<file path="src/rtl/pipeline_decode_stage.sv">
// -----------------------------------------------------------------------------
// pipeline_decode_stage
//
// RV32 decode stage with an integrated register file. It sits between fetch and
// execute. It extracts the opcode, funct3/funct7 and register indices, builds the
// sign-extended immediate, and reads both operands with write-back bypass. It
// stalls fetch on a load-use hazard and presents the decoded instruction through
// a registered valid/ready output stage. A flush kills both the held and the
// incoming instruction.
//
// Parameters
//   XLEN      datapath / immediate width (32 or 64)
//   NUM_REGS  architectural registers (32 = RV32I, 16 = RV32E); x0 reads zero
//
// Ports
//   clk_i, rst_i                 clock, synchronous active-high reset
//   valid_i, instruction_i, pc_i incoming instruction from fetch
//   ready_o                      stage accepts the incoming instruction
//   flush_i                      branch redirect: kill in-flight and incoming
//   wb_reg_write_i, wb_write_reg_i, wb_write_data_i   write-back port
//   ex_mem_read_i, ex_rd_i       load currently in EX and its destination
//   valid_o, ready_i             output handshake towards execute
//   opcode_o, funct3_o, funct7_o, rs1_o, rs2_o, rd_o  decoded fields
//   read_data1_o, read_data2_o   operand values
//   imm_o                        sign-extended immediate
//   pc_o                         PC of the decoded instruction
//   illegal_o                    unsupported opcode or out-of-range register
// -----------------------------------------------------------------------------
module pipeline_decode_stage #(
  parameter int XLEN     = 32,
  parameter int NUM_REGS = 32
) (
  input  logic            clk_i,
  input  logic            rst_i,
  input  logic            valid_i,
  input  logic [31:0]     instruction_i,
  input  logic [XLEN-1:0] pc_i,
  output logic            ready_o,
  input  logic            flush_i,
  input  logic            wb_reg_write_i,
  input  logic [4:0]      wb_write_reg_i,
  input  logic [XLEN-1:0] wb_write_data_i,
  input  logic            ex_mem_read_i,
  input  logic [4:0]      ex_rd_i,
  output logic            valid_o,
  input  logic            ready_i,
  output logic [6:0]      opcode_o,
  output logic [2:0]      funct3_o,
  output logic [6:0]      funct7_o,
  output logic [4:0]      rs1_o,
  output logic [4:0]      rs2_o,
  output logic [4:0]      rd_o,
  output logic [XLEN-1:0] read_data1_o,
  output logic [XLEN-1:0] read_data2_o,
  output logic [XLEN-1:0] imm_o,
  output logic [XLEN-1:0] pc_o,
  output logic            illegal_o
);

  localparam int IDX_W = $clog2(NUM_REGS);

  localparam logic [6:0] OP_LOAD   = 7'b0000011;
  localparam logic [6:0] OP_FENCE  = 7'b0001111;
  localparam logic [6:0] OP_IMM    = 7'b0010011;
  localparam logic [6:0] OP_AUIPC  = 7'b0010111;
  localparam logic [6:0] OP_STORE  = 7'b0100011;
  localparam logic [6:0] OP_REG    = 7'b0110011;
  localparam logic [6:0] OP_LUI    = 7'b0110111;
  localparam logic [6:0] OP_BRANCH = 7'b1100011;
  localparam logic [6:0] OP_JALR   = 7'b1100111;
  localparam logic [6:0] OP_JAL    = 7'b1101111;
  localparam logic [6:0] OP_SYSTEM = 7'b1110011;

  // Indices at or above NUM_REGS do not exist (RV32E uses only x0..x15).
  function automatic logic in_range(input logic [4:0] idx);
    return int'(idx) < NUM_REGS;
  endfunction

  // ---------------------------------------------------------------------------
  // Register file
  // ---------------------------------------------------------------------------
  logic [XLEN-1:0] r_regs [NUM_REGS];

  // NOTE: this array is reset because every entry must read 0 after reset.
  // That turns it into flops rather than a RAM macro, which is acceptable at
  // this size. Sequential state is always assigned with <= so that all flops
  // update together at the clock edge.
  always_ff @(posedge clk_i) begin
    if (rst_i) begin
      for (int i = 0; i < NUM_REGS; i++) r_regs[i] <= '0;
    end else if (wb_reg_write_i && wb_write_reg_i != 5'd0 && in_range(wb_write_reg_i)) begin
      r_regs[wb_write_reg_i[IDX_W-1:0]] <= wb_write_data_i;
    end
  end

  // ---------------------------------------------------------------------------
  // Field extraction and immediate / usage decode
  // ---------------------------------------------------------------------------
  logic [6:0]        w_opcode;
  logic [4:0]        w_rs1, w_rs2, w_rd;
  logic signed [31:0] w_imm32;
  logic              w_legal_op, w_use_rs1, w_use_rs2, w_use_rd;
  logic              w_illegal;
  logic [XLEN-1:0]   w_imm;

  assign w_opcode = instruction_i[6:0];
  assign w_rs1    = instruction_i[19:15];
  assign w_rs2    = instruction_i[24:20];
  assign w_rd     = instruction_i[11:7];

  // NOTE: every output of this block gets a default first, so no path through
  // the case leaves a variable unassigned and no latch is inferred.
  always_comb begin
    w_imm32    = '0;
    w_legal_op = 1'b1;
    w_use_rs1  = 1'b1;
    w_use_rs2  = 1'b0;
    w_use_rd   = 1'b1;
    case (w_opcode)
      OP_IMM, OP_LOAD, OP_JALR, OP_SYSTEM:
        w_imm32 = {{20{instruction_i[31]}}, instruction_i[31:20]};
      OP_STORE: begin
        w_imm32   = {{20{instruction_i[31]}}, instruction_i[31:25], instruction_i[11:7]};
        w_use_rs2 = 1'b1;
        w_use_rd  = 1'b0;
      end
      OP_BRANCH: begin
        w_imm32   = {{19{instruction_i[31]}}, instruction_i[31], instruction_i[7],
                     instruction_i[30:25], instruction_i[11:8], 1'b0};
        w_use_rs2 = 1'b1;
        w_use_rd  = 1'b0;
      end
      OP_LUI, OP_AUIPC: begin
        w_imm32   = {instruction_i[31:12], 12'b0};
        w_use_rs1 = 1'b0;
      end
      OP_JAL: begin
        w_imm32   = {{11{instruction_i[31]}}, instruction_i[31], instruction_i[19:12],
                     instruction_i[20], instruction_i[30:21], 1'b0};
        w_use_rs1 = 1'b0;
      end
      OP_REG:   w_use_rs2 = 1'b1;
      OP_FENCE: ;
      default:  w_legal_op = 1'b0;
    endcase
  end

  // The size cast of a signed operand sign-extends to XLEN.
  assign w_imm = XLEN'(w_imm32);

  assign w_illegal = !w_legal_op
                   || (w_use_rs1 && !in_range(w_rs1))
                   || (w_use_rs2 && !in_range(w_rs2))
                   || (w_use_rd  && !in_range(w_rd));

  // ---------------------------------------------------------------------------
  // Operand read with write-back bypass
  // ---------------------------------------------------------------------------
  logic [XLEN-1:0] w_read_data1, w_read_data2;

  always_comb begin
    w_read_data1 = '0;
    if (w_rs1 != 5'd0 && in_range(w_rs1)) begin
      if (wb_reg_write_i && wb_write_reg_i == w_rs1) w_read_data1 = wb_write_data_i;
      else                                           w_read_data1 = r_regs[w_rs1[IDX_W-1:0]];
    end
  end

  always_comb begin
    w_read_data2 = '0;
    if (w_rs2 != 5'd0 && in_range(w_rs2)) begin
      if (wb_reg_write_i && wb_write_reg_i == w_rs2) w_read_data2 = wb_write_data_i;
      else                                           w_read_data2 = r_regs[w_rs2[IDX_W-1:0]];
    end
  end

  // ---------------------------------------------------------------------------
  // Hazard detection and handshake
  // ---------------------------------------------------------------------------
  logic w_hazard, w_load_en, w_accept;
  logic r_valid;

  // Only sources the instruction actually reads can cause a load-use stall.
  assign w_hazard = valid_i && ex_mem_read_i && ex_rd_i != 5'd0
                 && ((w_use_rs1 && ex_rd_i == w_rs1) || (w_use_rs2 && ex_rd_i == w_rs2));

  assign w_load_en = ready_i || !r_valid;
  // During a flush the incoming instruction is dropped, so a hazard must not
  // hold it. Fetch sees ready and moves on.
  assign ready_o   = w_load_en && (!w_hazard || flush_i) && !rst_i;
  assign w_accept  = valid_i && ready_o && !flush_i;

  // ---------------------------------------------------------------------------
  // Output pipeline register
  // ---------------------------------------------------------------------------
  logic [6:0]      r_opcode, r_funct7;
  logic [2:0]      r_funct3;
  logic [4:0]      r_rs1, r_rs2, r_rd;
  logic [XLEN-1:0] r_read_data1, r_read_data2, r_imm, r_pc;
  logic            r_illegal;

  always_ff @(posedge clk_i) begin
    if (rst_i) begin
      r_valid      <= 1'b0;
      r_opcode     <= '0;
      r_funct3     <= '0;
      r_funct7     <= '0;
      r_rs1        <= '0;
      r_rs2        <= '0;
      r_rd         <= '0;
      r_read_data1 <= '0;
      r_read_data2 <= '0;
      r_imm        <= '0;
      r_pc         <= '0;
      r_illegal    <= 1'b0;
    end else if (flush_i) begin
      r_valid <= 1'b0;
    end else if (w_load_en) begin
      if (w_accept) begin
        r_valid      <= 1'b1;
        r_opcode     <= w_opcode;
        r_funct3     <= instruction_i[14:12];
        r_funct7     <= instruction_i[31:25];
        r_rs1        <= w_rs1;
        r_rs2        <= w_rs2;
        r_rd         <= w_rd;
        r_read_data1 <= w_read_data1;
        r_read_data2 <= w_read_data2;
        r_imm        <= w_imm;
        r_pc         <= pc_i;
        r_illegal    <= w_illegal;
      end else begin
        // Bubble: the payload fields keep their last value.
        r_valid <= 1'b0;
      end
    end else begin
      // Held by backpressure. Track write-backs so the operands never go stale.
      if (wb_reg_write_i && wb_write_reg_i != 5'd0 && in_range(wb_write_reg_i)) begin
        if (wb_write_reg_i == r_rs1) r_read_data1 <= wb_write_data_i;
        if (wb_write_reg_i == r_rs2) r_read_data2 <= wb_write_data_i;
      end
    end
  end

  assign valid_o      = r_valid;
  assign opcode_o     = r_opcode;
  assign funct3_o     = r_funct3;
  assign funct7_o     = r_funct7;
  assign rs1_o        = r_rs1;
  assign rs2_o        = r_rs2;
  assign rd_o         = r_rd;
  assign read_data1_o = r_read_data1;
  assign read_data2_o = r_read_data2;
  assign imm_o        = r_imm;
  assign pc_o         = r_pc;
  assign illegal_o    = r_illegal;

endmodule

</file>
<file path="config.mk">
export PLATFORM = sky130hd
export DESIGN_NAME = pipeline_decode_stage
export DESIGN_NICKNAME = d
export VERILOG_FILES = /design/src/rtl/pipeline_decode_stage.sv
export SDC_FILE = /design/constraint.sdc
export NUM_CORES = 2
export LEC_CHECK = 0
export CORE_AREA = 2 2 642 325
export CTS_CLUSTER_DIAMETER = 40
export DETAILED_ROUTE_END_ITERATION = 6
export DIE_AREA = 0 0 644 327
export SYNTH_ARGS = -nofsm -noshare
export SYNTH_HDL_FRONTEND = slang
export SYNTH_SLANG_ARGS = --single-unit
</file>
<file path="constraint.sdc">
create_clock -name clk_i -period 2.2 [get_ports clk_i]
set_input_delay 0.22 -clock clk_i [delete_from_list [all_inputs] [get_ports clk_i]]
set_output_delay 0.22 -clock clk_i [all_outputs]
set_load 0.005 [all_outputs]
</file>
==> impl_metrics.ini <==
[worst_setup_path]
worstSetupPathType = reg -> reg
reg2reg_from = r_regs[16][1]
cp_data_arrival_time_ns = 2.92
critical_path.max_stage_delay_ns = 0.48
end_kind = register
worstPathRequired_ns = 2.82
rr_endpoint = read_data1_o[1]
ff2ff_path_depth = 7
worst-r2r-setup-slack_ns = -0.10
cp_max_fo = 2
crit_path_start_kind = register
worst_path_max_delay_cell = mux4_2
crit_chain = mux4_2 -> mux2_2 -> a221oi_2 -> buf_4 -> a2111oi_2 -> nor3_4 -> nor3_2

[finish]
final_common_cell = edfxtp_1
drive_above_1_share_pct = 26.98
n_fill_cell = 19440
post-route-util_pct = 37.92
mostFrequentLayoutCells = edfxtp_1 (1,024), nor3_1 (941), buf_4 (482)
nNetsFinal = 5386
layout-area-overhead-vs-synth_pct = 27.18
postLayoutCellArea_um2 = 77820

[power_and_ir_drop]
power.density_nw_per_um2 = 719.5
p_leak_nw = 25.90
vdd_drop_max_mv = 0.7608

[timing]
slew_viol_final = 0
final.setup.worst_slack_ns = -0.1031
final_hold_viol_count = 0
setup_viol = 3
finalCritPeriodShare_pct = 104.7
relSlewSlack_pct = 40.83
worstMarginPinSlew_ns = 0.8876
period_needed_ns = 2.303
grt_setup_unrepaired = true
fmax_mhz = 434.2
fin_tns_setup_ns = -0.1792
skew_ns = 0.02766

[clock_tree]
root_buffer = clkbuf_16
clkLatencyLatePin_ns = 0.77
clock_path_buffers = 3
clkSlewWorstSetupHoldPaths_ns = 0.08
clock-sinks = 1186
htreeDepth = 3
cts_tree = done
numCtsBuffers = 116

[floorplan]
io-pin-count = 276
die_area_um2 = 210600
die_y_um = 327
die_x_um = 644
rows = 118
core_area_um2 = 205200
start_util_pct = 29.82

[detailed_routing]
drtIter0Drc = 8156
drc = 0
vias = 48980
via_per_inst = 6.017
drtAntennaViolNets = 0
drt-total-wl_mm = 255.7
post_drt_wl_per_cell_um = 31.41
firstDrtPassIters = 6

[synth]
synth_area_leaders = edfxtp_1 (50%), mux4_2 (14%), nor3_1 (7.8%)
syn_area_per_cell_um2 = 12.98
synth_top_cell_by_area = edfxtp_1
synth_ff_type = edfxtp_1
synth-seq-cells = 1186
ys_types = 73
synth_cells = 4713
async_flop_share_pct = 0
synth_top_area_share_pct = 50.25
ys_warn_count = 0
ys_seq_area_share_pct = 55.55
syn_area_um2 = 61190
synth_edf_count = 1024

[outcome]
violations = setup timing
status = complete, but fails checks

[grt]
antenna_found_initial = 6
grt_pass1_wl_mm = 355.9
grt_overflow_total = 0
grt_usage_pct = 23.33
grt_max_degree = 108
grt_pass1_vias = 46710

[job]
drv_cap = 0

[min_path]
hp-class = in -> reg
hp-start = pc_i[23]
holdPathStages = 3
hold_path_end = pc_o[23]

[place]
gp_congestion = 0.9362
port_buffers = 275
dp_hpwl_mm = 176.5
placed_area_um2 = 72840
## worst max-delay path by stage
stage                           start              end  slack (ns)  cells past startpoint
floorplan           wb_write_reg_i[1]    r_regs[19][0]        0.11                      6
global placement    instruction_i[19]  read_data1_o[0]       -1.31                      9
detailed placement  instruction_i[19]  read_data1_o[0]       -1.30                      9
CTS                     r_regs[16][1]  read_data1_o[1]       -0.05                      7
global route            r_regs[21][1]  read_data1_o[1]       -0.14                      7
finish                  r_regs[16][1]  read_data1_o[1]       -0.10                      7
## power breakdown
| part | total, W | switching, W | internal, W |
|---|---|---|---|
| combinational | 0.00844 | 0.00476 | 0.00368 |
| clock | 0.0213 | 0.00995 | 0.0113 |
| sequential | 0.0263 | 0.000729 | 0.0256 |
## cells by family after synthesis
logic type / count (synthesis) / synth area share, %
AOI/OAI and AO/OA: 513 / 6.051
xor gates and xnor gates: 31 / 0.4437
buffers and inverters: 669 / 4.885
DFF: 1186 / 55.55
muxes: 740 / 19.87
other: 1 / 0.006129
and+or+nand+nor: 1573 / 13.19
## worst max-delay path: cells and delay by family, from the launching register on
| kind | cells | cell delay [ns] |
|---|---|---|
| buffers and inverters | 1 | 0.17 |
| multiplexers | 2 | 0.76 |
| AND/OR/NAND/NOR | 2 | 0.50 |
| AO/OA/AOI/OAI | 2 | 0.29 |
| flip-flops | 1 | 0.45 |
## repair_timing
action	4_1_cts	5_1_grt
pin swaps	16	24
setup buffers	11	5
endpoints found under the setup margin	45	50
cloned	2	3
gates resized for setup	56	56
hold buffers	33	1
hold endpoints to repair	42	1
## layout make-up
class	count	area (um2)	share of cell area, %
Sequential cell	1186	33990	43.68
Clock inverter	74	785.8	1.010
Tap cell	2760	3453	4.437
Multi-Input combinational cell	2889	24990	32.11
Antenna cell	5	12.51	0.01608
Inverter	65	244.0	0.3135
Clock buffer	146	3120	4.010
Timing Repair Buffer	1015	11230	14.43
## per-stage QoR
step	hold WS, ns	setup slack [ns]	cells	power [W]
final	0.03288	-0.1031	8140	0.05599
after detailed placement	0.4453	-1.301	7865	0.03467
after global placement	0.4376	-1.308	7865	0.03454
after floorplan	0.3560	0.1104	4744	0.03053
after global routing	0.03449	-0.1426	8135	0.05719
after CTS	0.003894	-0.05489	8128	0.05567
## cells in the mapped netlist (4+ instances only)
library cell  number
edfxtp_1        1024
nor3_1           957
clkbuf_1         414
mux4_2           379
mux2i_1          355
dfxtp_1          162
nand2_1          149
a22oi_1          127
a21oi_1          108
nor2_1           100
nor4_1            98
and2_1            96
buf_2             95
inv_1             65
o22ai_1           64
a211oi_1          52
buf_4             41
nor2b_1           38
nand4_1           33
or2_2             33
o21ai_0           31
a2111oi_0         30
a211oi_2          30
buf_1             26
a22o_1            24
xnor2_1           22
buf_6             20
a221oi_1          18
nand3_1           18
nand2b_1          15
xor2_1             9
mux2_2             6
nand3b_1           5
a311oi_1           4
o21ai_1            4
or3_1              4
## routing by layer
metal | up-vias | share of wire, % | track usage [%]
li1 | 19630 | - | -
met1 | 24960 | 41 | 34.18
met2 | 3966 | 40 | 31.45
met3 | 422 | 16 | 9.519
met4 | 4 | 2.8 | 6.039
met5 | - | 0.0090 | 0
## registers in the layout (all words and copies together), names as in the netlist, 7 cells and up
| register | flops |
|---|---|
| funct7_o | 7 |
| imm_o | 32 |
| opcode_o | 7 |
| pc_o | 32 |
| r_regs | 1024 |
| read_data1_o | 32 |
| read_data2_o | 32 |
Power figures use the tool's default switching activity.
